**config.mk**
```make
export PLATFORM = sky130hd
export DESIGN_NAME = maq_bcd
export DESIGN_NICKNAME = d
export VERILOG_FILES = /design/src/rtl/maq_bcd.sv
export SDC_FILE = /design/constraint.sdc
export NUM_CORES = 1
export LEC_CHECK = 0
export CORE_MARGIN = 8
export CORE_UTILIZATION = 42
export DETAILED_ROUTE_END_ITERATION = 12
export PLACE_DENSITY = 0.77
export SLEW_MARGIN = 20
export SYNTH_ARGS = -nofsm -noshare
export SYNTH_HDL_FRONTEND = slang
export SYNTH_SLANG_ARGS = --single-unit
```
**constraint.sdc**
```tcl
create_clock -name maqc_clock -period 1.6 [get_ports maqc_clock]
set_input_delay 0.24 -clock maqc_clock [delete_from_list [all_inputs] [get_ports maqc_clock]]
set_output_delay 0.24 -clock maqc_clock [all_outputs]
set_load 0.02 [all_outputs]
```
**src/rtl/maq_bcd.sv**
```systemverilog
// Two-digit BCD modulo counter (MIN_VAL..MAX_VAL) with synchronous preset load and cascade carry.
// Define MAQC_DOWN_EN to add the maqc_down port and down-count with wrap to MAX_VAL.
module maq_bcd #(
    parameter int MIN_VAL = 0,
    parameter int MAX_VAL = 59
) (
    input  logic       maqc_clock,
    input  logic       maqc_reset,
    input  logic       maqc_enable,
    input  logic       maqc_load,
    input  logic [3:0] maqc_load_uni,
    input  logic [3:0] maqc_load_dez,
`ifdef MAQC_DOWN_EN
    input  logic       maqc_down,
`endif
    output logic [3:0] maqc_uni,
    output logic [3:0] maqc_dez,
    output logic       maqc_carry,
    output logic       maqc_load_err
);

    localparam logic [3:0] MIN_UNI = 4'(MIN_VAL % 10);
    localparam logic [3:0] MIN_DEZ = 4'(MIN_VAL / 10);
    localparam logic [3:0] MAX_UNI = 4'(MAX_VAL % 10);
    localparam logic [3:0] MAX_DEZ = 4'(MAX_VAL / 10);

    logic       down;
    logic       at_min;
    logic       at_max;
    logic       terminal;
    logic       digits_ok;
    logic       ge_min;
    logic       le_max;
    logic       load_ok;
    logic [3:0] next_uni;
    logic [3:0] next_dez;

`ifdef MAQC_DOWN_EN
    assign down = maqc_down;
`else
    assign down = 1'b0;
`endif

    assign at_min   = (maqc_dez == MIN_DEZ) && (maqc_uni == MIN_UNI);
    assign at_max   = (maqc_dez == MAX_DEZ) && (maqc_uni == MAX_UNI);
    assign terminal = down ? at_min : at_max;

    assign maqc_carry = maqc_enable & ~maqc_load & ~maqc_reset & terminal;

    // Range check done digit-wise on BCD, so no binary conversion is needed.
    assign digits_ok = (maqc_load_uni <= 4'd9) && (maqc_load_dez <= 4'd9);
    assign ge_min    = (maqc_load_dez > MIN_DEZ) ||
                       ((maqc_load_dez == MIN_DEZ) && (maqc_load_uni >= MIN_UNI));
    assign le_max    = (maqc_load_dez < MAX_DEZ) ||
                       ((maqc_load_dez == MAX_DEZ) && (maqc_load_uni <= MAX_UNI));
    assign load_ok   = digits_ok && ge_min && le_max;

    always_comb begin
        next_uni = maqc_uni;
        next_dez = maqc_dez;
        if (down) begin
            if (at_min) begin
                next_uni = MAX_UNI;
                next_dez = MAX_DEZ;
            end else if (maqc_uni == 4'd0) begin
                next_uni = 4'd9;
                next_dez = maqc_dez - 4'd1;
            end else begin
                next_uni = maqc_uni - 4'd1;
            end
        end else begin
            if (at_max) begin
                next_uni = MIN_UNI;
                next_dez = MIN_DEZ;
            end else if (maqc_uni == 4'd9) begin
                next_uni = 4'd0;
                next_dez = maqc_dez + 4'd1;
            end else begin
                next_uni = maqc_uni + 4'd1;
            end
        end
    end

    always_ff @(posedge maqc_clock) begin
        if (maqc_reset) begin
            maqc_uni      <= MIN_UNI;
            maqc_dez      <= MIN_DEZ;
            maqc_load_err <= 1'b0;
        end else if (maqc_load) begin
            if (load_ok) begin
                maqc_uni <= maqc_load_uni;
                maqc_dez <= maqc_load_dez;
            end
            maqc_load_err <= ~load_ok;
        end else begin
            maqc_load_err <= 1'b0;
            if (maqc_enable) begin
                maqc_uni <= next_uni;
                maqc_dez <= next_dez;
            end
        end
    end

endmodule

```
### Word-level counts from Yosys, hierarchy flattened

Cells that the tools add are included.

| cells by class | value |
|---|---|
| add/subtract/negate cells | 2 |
| reductions and logical operators | 14 |
| equal/unequal tests | 4 |
| magnitude comparators | 5 |
| bitwise gates (word level) | 6 |
| muxes and demuxes | 10 |

Operator list:

| operator | number |
|---|---|
| 4-bit two-way mux | 10 |
| 4-bit by 1-bit adder with 4-bit output (second input constant) | 2 |
| 4-bit by 3-bit equality test with 1-bit output (second input constant) | 2 |
| 4-bit <= comparator (second input constant) | 2 |
| 1-bit logical AND | 6 |
| 4-bit equality test (second input constant) | 1 |
| 4-bit by 1-bit greater-or-equal comparator with 1-bit output (second input constant) | 1 |
| 4-bit by 1-bit greater-than comparator with 1-bit output (second input constant) | 1 |
| 4-bit logical NOT | 1 |
| 4-bit by 3-bit < comparator with 1-bit output (second input constant) | 1 |
| 1-bit AND | 3 |
| 1-bit inverter | 3 |
| 3-bit AND reduction | 1 |
| 3-bit nonzero test | 1 |
| 1-bit logical OR | 2 |
| 2-bit by 1-bit != test with 1-bit output (second input constant) | 1 |
| 2-bit AND reduction | 1 |
| 2-bit nonzero test | 1 |
| 2-bit OR reduction | 1 |

| word-level totals | value |
|---|---|
| output and inout port bits | 10 |
| register bits | 9 |
| word-level logic and storage cells | 44 |
| bits of input ports | 12 |

### Depth between registers and ports, before layout

Gate-level depths: netlist of run 1.

| depth | value |
|---|---|
| word-level depth | 7 |
| mapped depth | 6 |
| depth with buffers taken out | 6 |

### Worst setup path before layout of run 1

OpenSTA, ideal clock, no wires.

| timing | value |
|---|---|
| path type | flip-flop to output port |
| start point | register maqc_dez[0] |
| end point | output port maqc_carry |
| stages on the path, launching flop included | 5 |
| required time | 1.360 ns |
| arrival | 1.481 ns |
| setup slack | -0.121 ns |
| path buffers | 0 |
| cell sequence | dfxtp_1 ha_1 nor2b_1 nand3_1 nor3_1 |

| on the way | value |
|---|---|
| word-level cells in the longest chain between the ends | 3 |

RTL lines:

| item | RTL line | source |
|---|---|---|
| start, declared | 17 | `output logic [3:0] maqc_dez,` |
| start signal, assigned | 92 | `maqc_dez <= maqc_load_dez;` |
| start signal, assigned | 99 | `maqc_dez <= next_dez;` |
| 4-bit by 3-bit equality test with 1-bit output | 45 | `assign at_max = (maqc_dez == MAX_DEZ) && (maqc_uni == MAX_UNI);` |
| 1-bit logical AND | 45 |  |
| 1-bit AND | 48 | `assign maqc_carry = maqc_enable & ~maqc_load & ~maqc_reset & terminal;` |
| end, declared | 18 | `output logic maqc_carry,` |

No other way between the ends.

### Final worst setup path of run 1

| timing | value |
|---|---|
| start point | register maqc_dez[1] |
| end point | output port maqc_carry |

Same word-level chain as after synthesis.

==> metrics.yaml, run 1 <==
route:
  drc: 0
  ant_nets: 0
  wl_per_cell_um: 15.7
  routed_wl_mm: 2.07
  drtIter0Drc: 32
  via_per_inst: 5.63
  num_vias: 743
  drtPass1Iterations: 4
yosys:
  netlist_area_um2: 591
  synth_edf_count: 0
  yosysUniqueCellTypes: 35
  avgSynthCellArea_um2: 7.67
  seq_area_frac_synth: 0.305
  synth-seq-cells: 9
  synthesis.nets: 91
  synth_top_cell_area_share: 0.305
  ys.flop_type: "dfxtp_1"
  yosys-top-cells-area: "dfxtp_1 (31%), nand2_1 (5.7%), a21oi_1 (5.1%), ha_1 (4.2%), o21ai_0 (4.2%)"
  yosysTopAreaCell: "dfxtp_1"
  synthArstFlopShare: 0
  synthesis.instances: 77
  yosysWarningCount: 0
placed_design:
  dpl.hpwl_mm: 1.53
  port_buffers: 21
  pre_cts_slack_ns: -0.228
  globalplace.congestion: 0.896
  dp.cells: 128
setup_path:
  r2r-start: "maqc_uni[2]"
  ff2ff_path_depth: 4
  critPathLaunch: "maqc_dez[1]"
  worstSetupEndpointType: "primary output"
  startpoint_type: "register"
  cp_cell_sequence: "inv_1, ha_2, nor2b_4, nand3_2, nor3_2, buf_4"
  slowest_stage: "dfxtp_1"
  crit_required_ns: 1.36
  cp.arrival_ns: 1.32
  cp-endpoint: "maqc_carry"
  critPathMaxStageDelay_ns: 0.31
  reg2reg_slack_ns: 0.16
  critPathMaxFanout: 2
  critical_path_class: "reg2out"
  timing.rr.end: "maqc_dez[3]"
pwr:
  power_density_nw_per_um2: 603
  combPwrFrac: 0.301
  netSwitchingFraction: 0.300
  power_leakage_nw: 0.488
  clkPwrFrac: 0.305
  p_seq_frac: 0.394
  switching_power_mw: 0.183
  internal_power_mw: 0.426
  p_total_mw: 0.609
  vdd_drop_max_uv: 445
sta:
  worstMarginPinSlew_ns: 0.266
  hold_viol: 0
  timing.final.ws_setup_ns: 0.0357
  fmax_mhz: 639
  fin_skew_ns: 0.00300
  rsz0062_at_grt: "true"
  max_slew_margin: 0.821
  finalCritPeriodShare: 0.978
  final.setup.tns_ns: 0
  report.final.slew_viol_count: 0
  period_needed_ns: 1.56
  setup_viol_count_final: 0
cells_and_area:
  syn2layout_area_growth_pct: 71.0
  nNetsFinal: 132
  final_core_util: 0.776
  final_cells: 132
  drive_gt1_frac: 0.316
  diodes: 0
  layout_common_cells: "buf_4 (21), clkdlybuf4s50_1 (12), nand2_1 (9), dfxtp_1 (9), nor2_1 (6)"
  final_common_cell: "buf_4"
  n_fill_cell: 103
clocking:
  clk_latency_ns: 0.27
  cts_setup_buffers: 0
  cts_max_level: 1
  cts_tree: "done"
  clkSinkCount: 9
  root_buffer: "clkbuf_4"
  holdBufCountCts: 0
  clockBufferDepth: 2
  cts_buffers: 3
  clk_pin_slew_ns: 0.06
global_routing:
  overflow: 0
  grtUsageTotal: 0.138
  grt_max_degree: 13
  grt_pass1_vias: 674
  antenna_found_initial: 0
  grt_pass1_wl_mm: 2.93
die:
  die_x_um: 53.5
  io_pins: 22
  chipHeight_um: 53.5
  dieArea_um2: 2860
  coreArea_um2: 1300
  rows: 13
  initial_utilization: 0.454
status:
  status: "completed"
worst_hold_path:
  hold_class: "in2reg"
run:
  maxCapViolations: 0
==> critical path, delay by kind of cell (launching register included) <==
family	cells	cell delay, ns
flops	1	0.31
fa+ha+maj	1	0.17
buf+inv	2	0.21
simple gates	3	0.36
==> power by group through the flow <==
stage | combinational [mW] | clock [mW] | sequential (mW)
finish | 0.183 | 0.186 | 0.240
global route | 0.197 | 0.199 | 0.240
CTS | 0.173 | 0.188 | 0.240
detailed placement | 0.175 | 0 | 0.245
global placement | 0.172 | 0 | 0.244
floorplan | 0.0627 | 0 | 0.263
==> per-layer routing <==
| metal | vias up | track usage | part of all wire |
|---|---|---|---|
| met2 | 27 | 0.201 | 0.49 |
| met4 | 0 | 0.0630 | 0.011 |
| met3 | 4 | 0.0392 | 0.065 |
| li1 | 362 | - | - |
| met1 | 350 | 0.182 | 0.43 |
| met5 | - | 0 | 0 |
==> synthesized netlist by cell type, types with 2 or more instances <==
cell      number
dfxtp_1        9
nand2_1        9
a21oi_1        6
nor2_1         6
o21ai_0        5
inv_1          3
nand3_1        3
nor3_1         3
a221oi_1       2
a22oi_1        2
and3_1         2
buf_2          2
ha_1           2
nor2b_1        2
==> registers in the layout (all words and copies together), names as in the netlist <==
register / flops
maqc_dez: 4
maqc_uni: 4
maqc_load_err: 1
==> cell families after synthesis <==
group                    share of synthesized area
AO/OA/AOI/OAI                                0.244
flip-flops                                   0.305
adder cells (fa/ha/maj)                     0.0424
multiplexers                                0.0169
AND/OR/NAND/NOR                              0.322
buffers and inverters                       0.0699
==> timing repair <==
| action | 4_1_cts | 5_1_grt |
|---|---|---|
| resized for setup | 11 | 13 |
| setup endpoints to repair | 5 | 8 |
| pin swaps | 1 | 4 |
==> stage by stage <==
step / hold slack (ns) / area, um2
after floorplan: 0.395 / 596
after CTS: 0.621 / 971
after global routing: 0.497 / 1010
final: 0.474 / 1010
after detailed placement: 0.620 / 945
after global placement: 0.610 / 945
==> layout make-up <==
type	count	area, um2	area share
flip-flops and latches	9	180	0.178
inverters	3	11.3	0.0112
well taps	15	18.8	0.0186
clock buffers	4	26.3	0.0260
repair buffers	41	363	0.359
multi-input cells	60	410	0.406
==> worst min path at each step <==
stage / from / end / slack (ns) / cells after the start
after floorplan: maqc_load_uni[0] / maqc_uni[0] / 0.39 / 2
after global placement: maqc_dez[2] / maqc_dez[2] / 0.61 / 3
after detailed placement: maqc_uni[3] / maqc_uni[3] / 0.62 / 3
after CTS: maqc_load_uni[0] / maqc_uni[0] / 0.62 / 3
after global routing: maqc_load / maqc_load_err / 0.50 / 3
final: maqc_load / maqc_load_err / 0.47 / 3
No activity file was read; power rests on OpenSTA's default activity.
==> inputs of run 2 (changes only) <==
Settings changed: CAP_MARGIN set to 10.
==> results of run 2 <==
No change in the layout: final DEF, timing and power equal those of run 1.
==> inputs of run 3 (changes only) <==
Settings changed: CORE_UTILIZATION 42 to 44, CTS_BUF_LIST set to sky130_fd_sc_hd__clkbuf_8, CTS_CLUSTER_SIZE set to 16, HOLD_SLACK_MARGIN set to 0.08, PLACE_DENSITY 0.77 to 0.8.
==> run 3 against run 2 <==
  * Clock-buffer cell count is 1 lower
  * Core utilization grew 2.2 points
  * Sequential power about the same
  * Largest power group is now clock
  * Clock power increased by 33%
  * Worst hold slack better by 0.16 ns
  * Sequential share of layout area fell by 0.28 points
==> metrics.yaml, run 3 (same netlist as run 1, synthesis figures left out) <==
status:
  status: "completed"
placed_design:
  port_buffers: 21
  globalplace.congestion: 0.989
  dpl.hpwl_mm: 1.62
pwr:
  p_seq_frac: 0.358
  combPwrFrac: 0.273
  clkPwrFrac: 0.368
  internal_power_mw: 0.500
  netSwitchingFraction: 0.257
  vdd_drop_max_uv: 763
  power_density_nw_per_um2: 656
  power_leakage_nw: 0.462
  switching_power_mw: 0.173
setup_path:
  cp.arrival_ns: 1.32
  cp_cell_sequence: "buf_4, clkdlybuf4s50_1"
  slowest_stage: "clkdlybuf4s50_1"
  timing.rr.end: "maqc_dez[0]"
  critPathMaxFanout: 5
  crit_required_ns: 1.36
  reg2reg_slack_ns: 0.19
  ff2ff_path_depth: 6
  critPathMaxStageDelay_ns: 0.61
  worstSetupEndpointType: "primary output"
  critical_path_class: "reg2out"
  r2r-start: "maqc_dez[0]"
  startpoint_type: "register"
  critPathLaunch: "maqc_dez[0]"
  cp-endpoint: "maqc_dez[0]"
clocking:
  cts_max_level: 1
  cts_buffers: 3
  clk_pin_slew_ns: 0.04
  root_buffer: "clkbuf_8"
  clkSinkCount: 9
  cts_tree: "done"
  cts_setup_buffers: 0
  holdBufCountCts: 0
  clk_latency_ns: 0.23
  clockBufferDepth: 2
worst_hold_path:
  hold_class: "reg2reg"
die:
  die_x_um: 52.6
  io_pins: 22
  rows: 13
  coreArea_um2: 1280
  initial_utilization: 0.460
  chipHeight_um: 52.6
  dieArea_um2: 2770
cells_and_area:
  drive_gt1_frac: 0.305
  top_regs: "maqc_dez (4), maqc_uni (4), maqc_load_err (1)"
  n_fill_cell: 84
  final_common_cell: "buf_4"
  diodes: 0
  area.sequential_um2: 180
  nNetsFinal: 133
  layout_common_cells: "buf_4 (22), clkdlybuf4s50_1 (18), nand2_1 (9), dfxtp_1 (9), nor2_1 (6)"
  syn2layout_area_growth_pct: 73.7
  multi_input_area_um2: 400
global_routing:
  overflow: 0
  grt_pass1_wl_mm: 3.16
  grtUsageTotal: 0.145
  antenna_found_initial: 0
  grt_pass1_vias: 758
  grt_max_degree: 17
route:
  drtIter0Drc: 15
  num_vias: 769
  wl_per_cell_um: 14.8
  routed_wl_mm: 1.97
  drtPass1Iterations: 4
  via_per_inst: 5.78
  drc: 0
  ant_nets: 0
sta:
  setup_viol_count_final: 0
  max_slew_margin: 0.801
  hold_ws_ns: 0.636
  fmax_mhz: 640
  final.setup.tns_ns: 0
  finalCritPeriodShare: 0.976
  rsz0062_at_grt: "false"
  worstMarginPinSlew_ns: 0.295
  period_needed_ns: 1.56
  hold_viol: 0
  report.final.slew_viol_count: 0
  fin_skew_ns: 0.000381
run:
  maxCapViolations: 0
[run 3: cell types whose count changed in the layout (fill, tap and decap cells not counted), sizes merged]
cell           before  now
clkdlybuf4s50      12   18
dlymetal6s2s        4    2
buf                21   22
dlygate4sd2         4    0
inv                 3    4
clkbuf              4    3
[run 3: layout make-up]
cell class	count	share of cell area
inverters	3	0.0110
well taps	15	0.0183
clock buffers	3	0.0402
clock inverters	1	0.00366
flip-flops and latches	9	0.176
multi-input cells	60	0.390
repair buffers	42	0.361
[run 3: metrics by stage]
stage | utilization | instance area, um2 | std cells | setup WS, ns | total power, mW
floorplan | - | 596 | 77 | 0.0336 | 0.325
CTS | 0.786 | 1010 | 133 | 0.00826 | 0.674
finish | 0.798 | 1030 | 133 | 0.0377 | 0.673
global route | 0.798 | 1030 | 133 | 0.00297 | 0.703
detailed placement | 0.741 | 952 | 129 | -0.316 | 0.420
global placement | 0.741 | 952 | 129 | -0.197 | 0.415
[run 3: power groups by stage]
| stage | clock network [mW] | registers (mW) | logic (mW) |
|---|---|---|---|
| after floorplan | 0 | 0.263 | 0.0627 |
| after global placement | 0 | 0.244 | 0.171 |
| after detailed placement | 0 | 0.245 | 0.176 |
| after CTS | 0.254 | 0.241 | 0.179 |
| after global routing | 0.263 | 0.242 | 0.198 |
| final | 0.248 | 0.241 | 0.184 |
[run 3: worst max-delay path, delay by kind of cell (launching register included)]
kind	cells	cell delay, ns
buffers and inverters	2	0.75
DFF	1	0.34
[run 3: per-layer routing]
layer	vias to the layer above	GRT usage	share of wire
li1	365	-	-
met1	366	0.164	0.43
met2	38	0.255	0.49
met3	0	0.0398	0.079
met4	0	0.0474	0
met5	-	0	0
[run 3: worst min path at each step]
| stage | endpoint | cells past startpoint | from |
|---|---|---|---|
| after floorplan | maqc_uni[0] | 2 | maqc_load_uni[0] |
| after global placement | maqc_uni[3] | 3 | maqc_uni[3] |
| after detailed placement | maqc_dez[2] | 3 | maqc_dez[2] |
| after CTS | maqc_uni[3] | 3 | maqc_uni[3] |
| after global routing | maqc_dez[2] | 3 | maqc_dez[2] |
| final | maqc_uni[3] | 3 | maqc_uni[3] |
[run 3: timing repair]
action / 4_1_cts / 5_1_grt
setup endpoints to repair: 1 / 5
resized for setup: 9 / 5
pin swaps: 1 / 0
